--- src/rtl/memory_param_if.sv ---
// Request/response bundle for memory_param: valid/ready request channel plus registered read return.
interface memory_param_if #(
    parameter int unsigned WIDTH = 8,
    parameter int unsigned DEPTH = 16
);
    localparam int unsigned AW = $clog2(DEPTH);

    logic             req_valid;
    logic             req_ready;
    logic             req_we;
    logic [AW-1:0]    req_addr;
    logic [WIDTH-1:0] req_wdata;
    logic             rd_valid;
    logic [WIDTH-1:0] rd_data;
    logic             rd_err;

    modport master (
        output req_valid, req_we, req_addr, req_wdata,
        input  req_ready, rd_valid, rd_data, rd_err
    );

    modport slave (
        input  req_valid, req_we, req_addr, req_wdata,
        output req_ready, rd_valid, rd_data, rd_err
    );
endinterface

--- src/rtl/memory_param.sv ---
// WIDTH x DEPTH single-port memory with valid/ready requests, registered read port
// and a zero-fill sweep that runs out of reset and whenever clear is raised.
module memory_param #(
    parameter int unsigned WIDTH = 8,
    parameter int unsigned DEPTH = 16
) (
    input  logic              clk,
    input  logic              rst_n,
    input  logic              clear,
    output logic              busy,
    memory_param_if.slave     bus
);
    localparam int unsigned AW = $clog2(DEPTH);

    typedef enum logic {
        ST_SWEEP = 1'b0,
        ST_IDLE  = 1'b1
    } state_e;

    state_e           state_q, state_d;
    logic [AW-1:0]    cnt_q, cnt_d;
    logic             rd_valid_q, rd_valid_d;
    logic             rd_err_q, rd_err_d;
    logic [WIDTH-1:0] rd_data_q, rd_data_d;
    logic             busy_q, busy_d;

    logic [WIDTH-1:0] mem [DEPTH];
    logic             mem_we;
    logic [AW-1:0]    mem_waddr;
    logic [WIDTH-1:0] mem_wdata;

    logic addr_ok;
    logic accept;

    // Addresses at or above DEPTH exist only when DEPTH is not a power of two.
    assign addr_ok       = 32'(bus.req_addr) < DEPTH;
    assign bus.req_ready = (state_q == ST_IDLE) && !clear;
    assign accept        = bus.req_valid && bus.req_ready;

    always_comb begin
        state_d    = state_q;
        cnt_d      = cnt_q;
        rd_valid_d = 1'b0;
        rd_err_d   = rd_err_q;
        rd_data_d  = rd_data_q;
        mem_we     = 1'b0;
        mem_waddr  = cnt_q;
        mem_wdata  = '0;

        unique case (state_q)
            ST_SWEEP: begin
                mem_we = 1'b1;
                if (clear) begin
                    cnt_d = '0;
                end else if (cnt_q == AW'(DEPTH - 1)) begin
                    state_d = ST_IDLE;
                    cnt_d   = '0;
                end else begin
                    cnt_d = cnt_q + AW'(1);
                end
            end
            ST_IDLE: begin
                if (clear) begin
                    state_d = ST_SWEEP;
                    cnt_d   = '0;
                end else if (accept) begin
                    if (bus.req_we) begin
                        mem_we    = addr_ok;
                        mem_waddr = bus.req_addr;
                        mem_wdata = bus.req_wdata;
                    end else begin
                        rd_valid_d = 1'b1;
                        rd_err_d   = !addr_ok;
                        rd_data_d  = addr_ok ? mem[bus.req_addr] : '0;
                    end
                end
            end
        endcase

        busy_d = (state_d == ST_SWEEP);
    end

    always_ff @(posedge clk or negedge rst_n) begin
        if (!rst_n) begin
            state_q    <= ST_SWEEP;
            cnt_q      <= '0;
            rd_valid_q <= 1'b0;
            rd_err_q   <= 1'b0;
            rd_data_q  <= '0;
            busy_q     <= 1'b1;
        end else begin
            state_q    <= state_d;
            cnt_q      <= cnt_d;
            rd_valid_q <= rd_valid_d;
            rd_err_q   <= rd_err_d;
            rd_data_q  <= rd_data_d;
            busy_q     <= busy_d;
        end
    end

    // Storage array is not reset; the sweep defines its contents.
    always_ff @(posedge clk) begin
        if (mem_we) begin
            mem[mem_waddr] <= mem_wdata;
        end
    end

    assign bus.rd_valid = rd_valid_q;
    assign bus.rd_err   = rd_err_q;
    assign bus.rd_data  = rd_data_q;
    assign busy         = busy_q;
endmodule

--- src/flat_wrapper.sv ---
// flat-port wrapper written by rule: the top's interface ports become plain ports
module memory_param_flat 
#(
    parameter int unsigned WIDTH = 8,
    parameter int unsigned DEPTH = 16
)
  (clk, rst_n, clear, busy, bus_req_valid, bus_req_we, bus_req_addr, bus_req_wdata, bus_req_ready, bus_rd_valid, bus_rd_data, bus_rd_err);
  memory_param_if #(.WIDTH(WIDTH), .DEPTH(DEPTH)) bus_i ();
  input  logic clk;
  input  logic rst_n;
  input  logic clear;
  output logic busy;
  input wire logic [$bits(bus_i.req_valid)-1:0] bus_req_valid;
  input wire logic [$bits(bus_i.req_we)-1:0] bus_req_we;
  input wire logic [$bits(bus_i.req_addr)-1:0] bus_req_addr;
  input wire logic [$bits(bus_i.req_wdata)-1:0] bus_req_wdata;
  output wire logic [$bits(bus_i.req_ready)-1:0] bus_req_ready;
  output wire logic [$bits(bus_i.rd_valid)-1:0] bus_rd_valid;
  output wire logic [$bits(bus_i.rd_data)-1:0] bus_rd_data;
  output wire logic [$bits(bus_i.rd_err)-1:0] bus_rd_err;
  assign bus_i.req_valid = bus_req_valid;
  assign bus_i.req_we = bus_req_we;
  assign bus_i.req_addr = bus_req_addr;
  assign bus_i.req_wdata = bus_req_wdata;
  assign bus_req_ready = bus_i.req_ready;
  assign bus_rd_valid = bus_i.rd_valid;
  assign bus_rd_data = bus_i.rd_data;
  assign bus_rd_err = bus_i.rd_err;
  memory_param #(.WIDTH(WIDTH), .DEPTH(DEPTH)) u_core (.clk(clk), .rst_n(rst_n), .clear(clear), .busy(busy), .bus(bus_i));
endmodule
--- config.mk ---
export PLATFORM = sky130hd
export DESIGN_NAME = memory_param_flat
export DESIGN_NICKNAME = d
export VERILOG_FILES = /design/src/rtl/memory_param_if.sv /design/src/rtl/memory_param.sv /design/src/flat_wrapper.sv
export SDC_FILE = /design/constraint.sdc
export NUM_CORES = 1
export LEC_CHECK = 0
export CORE_UTILIZATION = 55
export CTS_CLUSTER_SIZE = 24
export DETAILED_ROUTE_END_ITERATION = 7
export GPL_ROUTABILITY_DRIVEN = 0
export PLACE_DENSITY = 0.74
export SETUP_SLACK_MARGIN = 0.3
export SLEW_MARGIN = 20
export SYNTH_ARGS = -nofsm -noshare
export SYNTH_HDL_FRONTEND = slang
export SYNTH_SLANG_ARGS = --single-unit
--- constraint.sdc ---
create_clock -name clk -period 2.5 [get_ports clk]
set_input_delay 0.375 -clock clk [delete_from_list [all_inputs] [get_ports clk]]
set_output_delay 0.375 -clock clk [all_outputs]
set_load 0.02 [all_outputs]
==> summary.txt <==
Outcome
  • Status: completed

Setup path
  • WP data required: 2.12 ns
  • Worst setup path class: reg -> out
  • R2R Path Start: u_core.state_q
  • CP cell instances: nor2b_1 > clkdlybuf4s50_1
  • Crit path DAT: 1.71 ns
  • Worst R2R Setup Slack: 0.48 ns
  • Largest stage delay, worst path: 0.60 ns
  • Critical path endpoint: bus_req_ready
  • CP max FO: 9
  • Reg-to-reg critical path endpoint: u_core.mem[8][3]
  • Worst setup EP type: primary output
  • Worst reg2reg path depth: 5
  • CP Launch Type: flop
  • Crit. Startpoint: u_core.state_q
  • CP max stage cell: clkdlybuf4s50_1

Layout
  • Diodes inserted: 0
  • Non-filler cells, final: 498
  • Fillers: 634
  • Nets@finish: 370
  • Layout cells sized above 1: 24.11%
  • Area Growth Syn to Fin: 19.34%

Drt
  • Drt initial violations: 249
  • Drt total wl: 11500 um
  • Detailed-route wire length per cell: 23.09 um
  • Drt pass-1 iters: 5
  • ANT nets after route: 0
  • Vias per Instance: 5.936
  • Drc violations: 0
  • Vias: 2956

Logic synthesis
  • Synth Warn #: 0
  • Synth Area in Simple Gates: 4.759%
  • Synth Instances: 291
  • Main combinational cell family by area after synthesis: multiplexers
  • Mapped Avg Cell Area: 19.52 um2
  • Sequential cell area fraction in the yosys report: 74.31%
  • Leading area contributor after synthesis: edfxtp_1
  • Post-Synth XOR/XNOR Area: 0.1542%
  • Post-Syn Area: 0.005679 mm2
  • Synth Register Bits: 143
  • Synth cell types: 33
  • Post-synthesis mux area share: 15.55%
  • Syn nets: 309
  • Yosys top cell area share: 67.68%
  • Leading post-synthesis cells by cell area: edfxtp_1 68%, mux4_2 10%, dfrtp_1 6.2%
  • Synth Area in Compound Gates: 2.930%
  • Adder-Cell Fraction of Synth Area: 0.2203%

Timing
  • Final Slew Violations: 0
  • Fin crit share: 83.58%
  • Fmax: 478.6 MHz
  • Max-Slew Margin vs Limit: 52.14%
  • Period minus WS final: 2.090 ns
  • Final Hold Fails: 0
  • Worst Max-Slew Pin Slew: 0.7156 ns
  • Setup TNS: 0 ns
  • Worst Skew: 0.008987 ns
  • RSZ-0062 raised after global routing: false
  • Endpoints failing setup: 0

Power
  • Combinational Power Share: 5.1%
  • VDD IR-drop max: 0.4748 mV
  • Sw Pwr: 0.001012 W
  • Register share of total power: 52.4%
  • Clock network power share: 42.6%
  • P_int: 0.004053 W
  • Sw Ratio: 19.99%
  • Power Total: 0.005065 W
  • PwrDens: 747.3 mW/mm2
  • Leakage: 2.617 nW

Global routing
  • Largest net degree at the start of global routing: 36
  • Vias in the first global route: 3052
  • Gr ovfl total: 0
  • Initial antenna violation count: 0
  • First-pass GRT wire length: 17690 um
  • Gr usage total: 23.46%

Clocking
  • Clock slew at reported path FFs: 0.06 ns
  • CTS tree: done
  • Clock sinks: 143
  • Post-CTS setup buffer count: 0
  • CTS root buf: clkbuf_8
  • Clk Latency, worst-skew pair: 0.52 ns
  • Clock tree buffer depth: 2
  • Max H-tree Level: 4
  • TritonCTS Buffers: 17

Flow run
  • Max-cap viol count: 0

Floorplan
  • Die X: 103.6 um
  • Die height: 103.6 um
  • Initial Utilization: 57.31%
  • Area of the die: 0.01074 mm2
  • Core Box Area: 0.009910 mm2
  • Num rows: 36
  • IO Pins: 29

Place
  • Port buffer count: 27
  • Dpl hpwl: 7098 um
  • Dpl cells: 466

Min path
  • Worst min path class: in -> async
[flip-flops by register name (all words and copies together) (netlist names)]
register             count
u_core.mem             128
u_core.bus.rd_data       8
u_core.cnt_q             4
u_core.bus.rd_valid      1
u_core.busy              1
u_core.state_q           1
[cell usage after synthesis]
| master | n |
|---|---|
| a21oi_1 | 2 |
| a22oi_1 | 12 |
| a31oi_1 | 7 |
| a32oi_1 | 2 |
| and2_1 | 8 |
| and4b_1 | 1 |
| buf_1 | 1 |
| buf_2 | 4 |
| buf_4 | 2 |
| buf_6 | 1 |
| buf_8 | 1 |
| clkbuf_1 | 6 |
| conb_1 | 1 |
| dfrtp_1 | 14 |
| dfstp_2 | 1 |
| edfxtp_1 | 128 |
| ha_1 | 1 |
| inv_1 | 7 |
| mux2_2 | 6 |
| mux2i_1 | 2 |
| mux4_1 | 8 |
| mux4_2 | 26 |
| nand2_1 | 13 |
| nand2b_1 | 1 |
| nand3_1 | 1 |
| nor2_1 | 24 |
| nor2b_1 | 2 |
| nor3_1 | 3 |
| nor3b_1 | 2 |
| o21ai_0 | 1 |
| or2_2 | 1 |
| or4bb_1 | 1 |
| xnor2_1 | 1 |
[metal layers]
layer	track usage, %	part of all wire, %	vias up
met4	10.77	2.6	0
met2	36.29	48	124
met1	30.63	43	1515
met5	0	0	-
met3	7.426	6.1	26
li1	-	-	1291
[through the flow]
step	util [%]	hold slack [ns]	instance area [um2]	worst slack (ns)
4_1_cts	68.38	0.2745	6777	0.3136
3_3_place_gp	63.31	0.5010	6274	0.2280
5_1_grt	68.40	0.3092	6778	0.3296
6_report	68.40	0.2806	6778	0.4104
3_5_place_dp	63.31	0.5233	6274	0.1404
2_1_floorplan	-	0.07941	5679	0.4458
[worst max-delay path, delay by kind of cell, from the launching register on]
| kind | cells | cell delay (ns) |
|---|---|---|
| buffers and inverters | 1 | 0.60 |
| flip-flops | 1 | 0.44 |
| AND/OR/NAND/NOR | 1 | 0.15 |
[worst min-delay path by stage]
| stage | endpoint | cells after the start |
|---|---|---|
| floorplan | u_core.bus.rd_data[0] | 0 |
| global placement | u_core.bus.rd_data[1] | 2 |
| detailed placement | u_core.bus.rd_data[3] | 2 |
| CTS | u_core.bus.rd_data[3] | 1 |
| global route | u_core.bus.rd_data[3] | 1 |
| finish | u_core.bus.rd_data[3] | 1 |
[what timing repair did]
item                                    CTS  global route
hold buffers                              0             0
endpoints found under the setup margin    0             1
gates resized for setup                   0             1
[layout make-up]
type | instances | area [um2] | area share (%)
Clock buffer | 30 | 493.0 | 7.273
Clock inverter | 2 | 10.01 | 0.1477
Inverter | 7 | 26.28 | 0.3877
Multi-Input combinational cell | 126 | 1345 | 19.84
Sequential cell | 143 | 4222 | 62.29
Tap cell | 133 | 166.4 | 2.455
Timing Repair Buffer | 57 | 515.5 | 7.606
[power by group through the flow]
stage                     Combinational (W)  Clock (W)  Sequential, W
after global routing               0.000275    0.00230        0.00266
after CTS                          0.000258    0.00219        0.00265
after detailed placement           0.000258          0        0.00270
after floorplan                    0.000149          0        0.00270
after global placement             0.000252          0        0.00270
final                              0.000256    0.00216        0.00265
[kinds of logic after synthesis]
group                    after synthesis
XOR/XNOR                               1
buffers and inverters                 22
AO/OA/AOI/OAI                         24
other                                  1
multiplexers                          42
adder cells (fa/ha/maj)                1
flip-flops                           143
AND/OR/NAND/NOR                       57
[cell usage in the layout, fill, tap and decap left out]
master,count
xnor2_1,1
clkdlybuf4s50_1,26
nor3b_1,2
buf_12,2
dfstp_2,1
clkinv_2,2
nor2b_1,2
mux4_1,8
dfrtp_1,13
mux2_2,6
nand2b_1,1
ha_1,1
nor2_1,24
buf_4,28
a32oi_1,2
buf_2,1
a21oi_1,2
nor3_1,3
edfxtp_1,128
or2_2,1
mux4_2,26
nand3_1,1
and4b_1,1
dfrtp_2,1
a22oi_1,12
clkbuf_1,10
and2_1,8
o21ai_0,1
or4bb_1,1
inv_1,7
mux2i_1,2
conb_1,1
nand2_1,13
clkbuf_16,16
clkbuf_8,4
a31oi_1,7
No activity file was read; power rests on OpenSTA's default activity.
